### src/rtl/lifo_multi.sv
// ---------------------------------------------------------------------------
// lifo_multi
//
// Multi-channel LIFO stack. CHANNELS independent stacks of DEPTH words share
// one push/pop/flush port steered by 'ch'. Each stack is a circular buffer
// with a top pointer (next free slot) and an occupancy counter, so a push on
// a full stack can optionally overwrite the oldest entry.
//
// Configuration macro:
//   LIFO_MULTI_OVERWRITE_EN  defined   : push on full overwrites oldest entry
//                            undefined : push on full is dropped, err pulses
//
// Ports:
//   clock    in   rising-edge clock
//   reset    in   synchronous active-low reset
//   ch       in   channel addressed this cycle
//   push     in   push datain onto stack ch
//   pop      in   pop top of stack ch
//   flush    in   empty stack ch (highest priority)
//   datain   in   word to push
//   dataout  out  last popped word, held until the next successful pop
//   val      out  one-cycle pulse: dataout updated
//   err      out  one-cycle pulse: illegal operation
//   full     out  per-channel full flags
//   empty    out  per-channel empty flags
//   count    out  occupancy of channel ch (combinational)
// ---------------------------------------------------------------------------
module lifo_multi #(
    parameter int DATA_W   = 10,
    parameter int DEPTH    = 6,
    parameter int CHANNELS = 4,
    localparam int CH_W    = (CHANNELS > 1) ? $clog2(CHANNELS) : 1,
    localparam int CNT_W   = $clog2(DEPTH + 1)
) (
    input  logic                clock,
    input  logic                reset,
    input  logic [CH_W-1:0]     ch,
    input  logic                push,
    input  logic                pop,
    input  logic                flush,
    input  logic [DATA_W-1:0]   datain,
    output logic [DATA_W-1:0]   dataout,
    output logic                val,
    output logic                err,
    output logic [CHANNELS-1:0] full,
    output logic [CHANNELS-1:0] empty,
    output logic [CNT_W-1:0]    count
);

    localparam int PTR_W = $clog2(DEPTH);

    logic [DATA_W-1:0] mem [CHANNELS][DEPTH];
    logic [PTR_W-1:0]  top [CHANNELS];
    logic [CNT_W-1:0]  cnt [CHANNELS];

    logic              ch_ok;
    logic [CH_W-1:0]   sel;

    logic [CNT_W-1:0]  cur_cnt;
    logic [PTR_W-1:0]  cur_top;
    logic [PTR_W-1:0]  top_inc;
    logic [PTR_W-1:0]  top_dec;
    logic              is_full;
    logic              is_empty;

    logic              upd;
    logic [CNT_W-1:0]  nxt_cnt;
    logic [PTR_W-1:0]  nxt_top;
    logic              mem_we;
    logic [PTR_W-1:0]  mem_addr;
    logic [DATA_W-1:0] nxt_dout;
    logic              set_val;
    logic              set_err;

    // When CHANNELS is not a power of two some ch codes have no stack behind
    // them; those are steered to channel 0 for reads but never allowed to
    // change state.
    generate
        if ((2 ** CH_W) > CHANNELS) begin : g_range_check
            assign ch_ok = ({1'b0, ch} < (CH_W + 1)'(CHANNELS));
            assign sel   = ch_ok ? ch : '0;
        end else begin : g_no_range_check
            assign ch_ok = 1'b1;
            assign sel   = ch;
        end
    endgenerate

    assign count = ch_ok ? cnt[sel] : '0;

    always_comb begin
        for (int i = 0; i < CHANNELS; i++) begin
            full[i]  = (cnt[i] == CNT_W'(DEPTH));
            empty[i] = (cnt[i] == '0);
        end
    end

    // Decode the single request of this cycle into next-state values for
    // the addressed channel. Pointer wrap uses explicit compares because
    // DEPTH need not be a power of two.
    always_comb begin
        cur_cnt  = cnt[sel];
        cur_top  = top[sel];
        top_inc  = (cur_top == PTR_W'(DEPTH - 1)) ? '0 : cur_top + PTR_W'(1);
        top_dec  = (cur_top == '0) ? PTR_W'(DEPTH - 1) : cur_top - PTR_W'(1);
        is_full  = (cur_cnt == CNT_W'(DEPTH));
        is_empty = (cur_cnt == '0);

        upd      = 1'b0;
        nxt_cnt  = cur_cnt;
        nxt_top  = cur_top;
        mem_we   = 1'b0;
        mem_addr = cur_top;
        nxt_dout = dataout;
        set_val  = 1'b0;
        set_err  = 1'b0;

        if (!ch_ok) begin
            set_err = push | pop;
        end else if (flush) begin
            // Top pointer is deliberately left where it is.
            upd     = 1'b1;
            nxt_cnt = '0;
        end else if (push && pop) begin
            set_val = 1'b1;
            if (is_empty) begin
                nxt_dout = datain;
            end else begin
                nxt_dout = mem[sel][top_dec];
                mem_we   = 1'b1;
                mem_addr = top_dec;
            end
        end else if (push) begin
            if (!is_full) begin
                upd      = 1'b1;
                mem_we   = 1'b1;
                nxt_top  = top_inc;
                nxt_cnt  = cur_cnt + CNT_W'(1);
            end else begin
`ifdef LIFO_MULTI_OVERWRITE_EN
                // The oldest entry sits at slot top when full; overwrite it
                // and advance so the stack keeps the newest DEPTH words.
                upd      = 1'b1;
                mem_we   = 1'b1;
                nxt_top  = top_inc;
`else
                set_err  = 1'b1;
`endif
            end
        end else if (pop) begin
            if (!is_empty) begin
                upd      = 1'b1;
                nxt_dout = mem[sel][top_dec];
                nxt_top  = top_dec;
                nxt_cnt  = cur_cnt - CNT_W'(1);
                set_val  = 1'b1;
            end else begin
                set_err  = 1'b1;
            end
        end
    end

    // Control state: reset wins over any request in the same cycle.
    always_ff @(posedge clock) begin
        if (!reset) begin
            for (int i = 0; i < CHANNELS; i++) begin
                cnt[i] <= '0;
                top[i] <= '0;
            end
            dataout <= '0;
            val     <= 1'b0;
            err     <= 1'b0;
        end else begin
            val     <= set_val;
            err     <= set_err;
            dataout <= nxt_dout;
            if (upd) begin
                cnt[sel] <= nxt_cnt;
                top[sel] <= nxt_top;
            end
        end
    end

    // Storage is not cleared by reset, but a write is still aborted by it.
    always_ff @(posedge clock) begin
        if (reset && mem_we) begin
            mem[sel][mem_addr] <= datain;
        end
    end

endmodule

### config.mk
export PLATFORM = sky130hd
export DESIGN_NAME = lifo_multi
export DESIGN_NICKNAME = d
export VERILOG_FILES = /design/src/rtl/lifo_multi.sv
export SDC_FILE = /design/constraint.sdc
export NUM_CORES = 1
export LEC_CHECK = 0
export ABC_AREA = 1
export CAP_MARGIN = 10
export CORE_MARGIN = 4
export CORE_UTILIZATION = 30
export DETAILED_ROUTE_END_ITERATION = 8
export PLACE_DENSITY = 0.45
export SLEW_MARGIN = 15
export SYNTH_ARGS = -nofsm -noshare
export SYNTH_HDL_FRONTEND = slang
export SYNTH_SLANG_ARGS = --single-unit
### constraint.sdc
create_clock -name clock -period 4.35 [get_ports clock]
set_clock_uncertainty 0.15 [all_clocks]
set_input_delay 1.0875 -clock clock [delete_from_list [all_inputs] [get_ports clock]]
set_output_delay 1.0875 -clock clock [all_outputs]
set_load 0.02 [all_outputs]
### Word-level counts from Yosys, hierarchy flattened

Memory sizes are Yosys's and may differ from the RTL's.
Cells that the tools add are included.
W data, S select, Z words.

| cells by class | value |
|---|---|
| add/subtract/negate cells | 4 |
| order comparisons | 3 |
| equality and inequality tests | 8 |
| muxes and demuxes | 53 |
| bitwise gates (word level) | 4 |
| reductions and logical operators | 15 |

Operators with widths:

| cell | number |
|---|---|
| $mux W10 | 8 |
| $mux W60 | 1 |
| $mux W3 | 18 |
| $bmux W10 S3 | 1 |
| $demux W10 S3 | 1 |
| $mux W1 | 22 |
| $eq A3 B3 Y1 const B | 6 |
| $logic_not A3 Y1 | 6 |
| $reduce_or A3 Y1 | 3 |
| $ge A4 B4 Y1 const B | 2 |
| $not A3 Y4 | 2 |
| $add A3 B1 Y3 const B | 2 |
| $sub A3 B1 Y3 const B | 2 |
| $lt A4 B1 Y1 const B | 1 |
| $mux W2 | 2 |
| $ne A2 B1 Y1 const B | 2 |
| $reduce_and A4 Y1 | 1 |
| $logic_and A1 B1 Y1 | 3 |
| $not A1 Y1 | 2 |
| $reduce_bool A2 Y1 | 1 |
| $reduce_or A2 Y1 | 1 |

| word-level totals | value |
|---|---|
| bits in registers | 12 |
| bits in writable memories | 264 |
| bits of input ports | 17 |
| output and inout bits | 23 |
| word-level logic and storage cells | 93 |
| memories | 3 |

Memories:

| name | words | bits a word | read ports | clocked after Yosys merged registers in | write ports | RTL line | RTL |
|---|---|---|---|---|---|---|---|
| mem | 4 | 60 | 1 | 0 | 1 | 52 | `logic [DATA_W-1:0] mem [CHANNELS][DEPTH];` |
| cnt | 4 | 3 | 5 | 0 | 4 | 54 | `logic [CNT_W-1:0] cnt [CHANNELS];` |
| top | 4 | 3 | 1 | 0 | 4 | 53 | `logic [PTR_W-1:0] top [CHANNELS];` |

### Depth between registers and ports, before layout

An unclocked memory read counts as a cell.

| logic depth | value |
|---|---|
| word-level depth | 12 |
| gate-level depth with buffers | 19 |

### Worst setup path before layout

No wires, ideal clock.

| timing path | value |
|---|---|
| kind | input -> register |
| from | input port ch[1] |
| to | memory mem[0][50] (netlist bit) (enable) |
| setup time | 0.376 ns |
| data arrival time | 4.131 ns |
| required time | 3.824 ns |
| setup slack | -0.307 ns |
| stages on the path | 17 |
| path buffers | 3 |
| path through | buf_4 -> nand2_1 -> buf_2 -> buf_2 -> o21ai_1 -> inv_1 -> ha_1 -> ha_1 -> nor2_2 -> nand2_1 -> nor2_2 -> inv_1 -> nand2_1 -> o21ai_2 -> nor2_1 -> nand3_2 -> nor2_1 |

| between the ends | value |
|---|---|
| elaborated cells on any way between the ends | 24 |
| those cells by class | add/sub (1); order compare (2); eq/ne (1); mux (13); bitwise (1); reduce/logical (4); memory (2) |

RTL lines:

| what | RTL line | RTL |
|---|---|---|
| start, declared | 37 | `input logic [CH_W-1:0] ch,` |
| $mem_v2 Z4 W3 (*) | n/a |  |
| net count[1] | 47 | `output logic [CNT_W-1:0] count` |
| $logic_not A3 Y1 | 106 | `is_empty = (cur_cnt == '0);` |
| $mux W3 | 125 | `if (is_empty) begin` |
| $mux W3 | 123 | `end else if (push && pop) begin` |
| $mux W3 | 119 | `end else if (flush) begin` |
| $not A3 Y4 (implied by the code) | 186 | `mem[sel][mem_addr] <= datain;` |
| $ge A4 B4 Y1 (implied by the code) or $lt A4 B1 Y1 (tied branches) | 186 |  |
| $logic_and A1 B1 Y1 (implied by the code) | 186 |  |
| $mux W10 (implied by the code) | 186 |  |
| $demux W10 S3 | 186 |  |
| $mux W60 (implied by the code) (*) | 186 |  |
| end, declared | 52 |  |

The timed path passes the listed nets; every way through them passes the cells marked *.

### Worst setup path after layout

| timing path | value |
|---|---|
| from | input port ch[0] |
| to | output port count[0] |

| between the ends | value |
|---|---|
| word-level cells in the longest chain between the ends | 1 |

Ends and longest elaborated chain:

| what | RTL line |
|---|---|
| $mem_v2 Z4 W3 | n/a |
| end, declared | 47 |

Every way passes these cells.

==> impl_metrics.csv <==
group,metric,value,unit
floorplan,initial_core_util,30.5,%
cts,cts_tree,"built",
sta,rsz0062_at_grt,"no",
sta,period_minus_slack,4.24,ns
synthesis,synth_edf_count,264,
finish,final.fill_count,3924,
synthesis,avgSynthCellArea,10.6,sq um
synthesis,yosys_warnings,0,
grt,grt_pass1_vias,8078,
cts,clock_latency,0.57,ns
grt,grt_max_degree,53,
pwr,p_leak,5.74,nW
finish,area_delta_synth_final,23.7,%
synthesis,synth_ff_type,"edfxtp_1",
sta,max_slew.worst_pin.slew,0.859,ns
sta,relSlewSlack,42.5,%
routing,drcViolationCount,0,
routing,postRouteAntennaNets,0,
synthesis,yosysMostFrequentCell,"nand2_1",
sta,finalCritPeriodShare,97.4,%
floorplan,rows,72,
critical_path,cp.buffers_inverters,6,
routing,via_per_inst,4.54,
floorplan,die_width,207,um
synthesis,ys_ff_latch,276,
sta,drv_slew,0,
sta,max_freq,236,MHz
cts,clock_path_buffers,3,
routing,first_iter_violations,587,
pwr,power_density,426,nW/um^2
job,max_cap_viol_count,0,
critical_path,cp-end-kind,"primary output",
sta,hold_violations,0,
critical_path,crit_family,"buffers and inverters",
worst_hold_path,min_path_type,"flip-flop to flip-flop",
critical_path,crit_path_start_kind,"input port",
sta,setup_violations,0,
pwr,finalPower,6.26,mW
cts,clockRootBuffer,"clkbuf_16",
cts,cts_buffers,31,
routing,drt-wirelength-per-cell,18.8,um
sta,finalWorstSetupSlack,0.113,ns
finish,finalNetCount,1278,
placed_design,gp_congestion,0.813,
cts,htree_levels,1,
critical_path,cp.arrival,3.00,ns
finish,drive_gt1_share,16.9,%
grt,grt_pass1_wl,51100,um
floorplan,ioPinCount,40,
floorplan,die-area,42800,sq um
grt,gr-usage-all-layers,15.9,%
pwr,ir_worst_vdd,0.000285,V
synthesis,async_flop_share,0,%
routing,vias,8162,
finish,multi_input_area,3350,sq um
outcome,status,"complete, no violations",
floorplan,core,38900,sq um
placed_design,pre_cts_slack,-0.107,ns
finish,regArea,8170,sq um
routing,first_pass_iters,5,
synthesis,synth_top_area_cell,"edfxtp_1",
placed_design,post-dp-hpwl,23400,um
grt,overflow,0,
synthesis,synth_fp_nets,1145,
critical_path,slowest_stage,"clkdlybuf4s50_1",
critical_path,worstPathMaxFanout,5,
cts,cts.sinks,276,
synthesis,synth.distinct_cells,37,
synthesis,synthCells,1123,
critical_path,crit_type,"input port to primary output",
sta,tns,0,ns
finish,finish.utilization,37.7,%
synthesis,synth.top_cell.area_share,66.8,%
finish,antenna_cells,0,
synthesis,synth.cells.most_frequent,"nand2_1, edfxtp_1, nor2_1, nand3_1, inv_1",
routing,drt_wl_total,33900,um
synthesis,synth_area,11900,sq um
synthesis,yosysSeqAreaShare,68.8,%
grt,antenna_found_initial,0,
critical_path,critical-path-max-stage-delay,0.54,ns
synthesis,synth.area.top_cells,"edfxtp_1, nand2_1, nor2_1, dfxtp_1, nand3_1",
placed_design,numPortBuffers,39,
floorplan,die_y,207,um
cts,path_clk_slew,0.06,ns
cts,post_cts_buffers,0,
critical_path,path_cells,"clkdlybuf4s50_1 > buf_4 > inv_2 > nor2_4 > a22o_1 > a221oi_2 > buf_4 > inv_1 > clkdlybuf4s50_1",
critical_path,cp.required,3.11,ns
-- path summary, 6_finish.rpt --
| path | from | endpoint | slack (ns) | cells past startpoint |
|---|---|---|---|---|
| max | ch[0] | count[0] | 0.11 | 9 |
| max reg2reg | cnt[1][0] | mem[2][45] | 1.27 | 14 |
| min reg2reg | dataout[4] | dataout[4] | 0.32 | 2 |
| min | dataout[4] | dataout[4] | 0.32 | 2 |
-- kinds of logic after synthesis --
family,count (synthesis),synth area share (%)
and+or+nand+nor,674,23.0
DFF,276,68.8
buffers and inverters,94,3.54
AOI/OAI and AO/OA,72,3.99
adders and majority gates,5,0.527
xor gates and xnor gates,2,0.148
-- metrics by stage --
step / instance area, sq um / hold WS (ns) / cells
4_1_cts: 14700 / 0.321 / 1799
3_3_place_gp: 13700 / 0.307 / 1741
3_5_place_dp: 13700 / 0.312 / 1741
5_1_grt: 14700 / 0.344 / 1799
2_1_floorplan: 11900 / 0.395 / 1123
6_report: 14700 / 0.319 / 1799
-- per-layer routing --
layer | global-route usage, % | wire [um] | share of wire (%) | vias up
met5 | 0 | 0 | 0 | -
met4 | 2.71 | 468 | 1.4 | 0
met3 | 1.87 | 1470 | 4.4 | 43
met2 | 25.8 | 15700 | 46 | 183
met1 | 23.4 | 16200 | 48 | 3913
li1 | - | - | - | 4023
-- cell usage in the layout (no fill, tap or decap), types with 12 or more instances in the layout --
cell type	n
inv_1	38
nand3_1	43
a21oi_1	14
dfxtp_1	12
o22ai_1	20
edfxtp_1	264
nor2_1	114
buf_4	95
o21ai_0	23
clkdlybuf4s50_1	39
clkbuf_16	31
nor2_2	27
nand2_1	459
-- worst reg2reg max path: stages, from the launching register on --
cell and delay [ns]:
edfxtp_1 0.43, a22o_1 0.27, a221oi_2 0.22, ha_1 0.23, ha_1 0.20, nor2_2 0.06, nand2_1 0.08, nor2_2 0.06
buf_4 0.15, xor2_1 0.16, buf_4 0.15, inv_2 0.08, nand3_2 0.19, nor2_2 0.15, buf_4 0.20
-- what timing repair did --
action,in CTS,in global routing
resized for setup,0,1
hold buffers,0,0
endpoints found under the setup margin,0,1
-- state kept, by name, indices dropped and copies added, names as in the netlist --
signal	count
cnt	12
top	12
mem	240
dataout	10
val	1
err	1
-- cell type report --
type                    count  share of cell area, %
inverters                  49                   1.25
multi-input cells         753                   22.8
clock inverters            20                   1.48
well taps                 518                   4.41
flip-flops and latches    276                   55.6
clock buffers              38                   5.46
repair buffers            145                   8.96
-- power by group --
part	switching (mW)	leakage (nW)	total, mW	internal, mW
sequential	0.0188	2.51	2.97	2.95
combinational	0.456	2.74	0.685	0.228
clock	1.06	0.498	2.61	1.55
No activity file was read; power rests on OpenSTA's default activity.
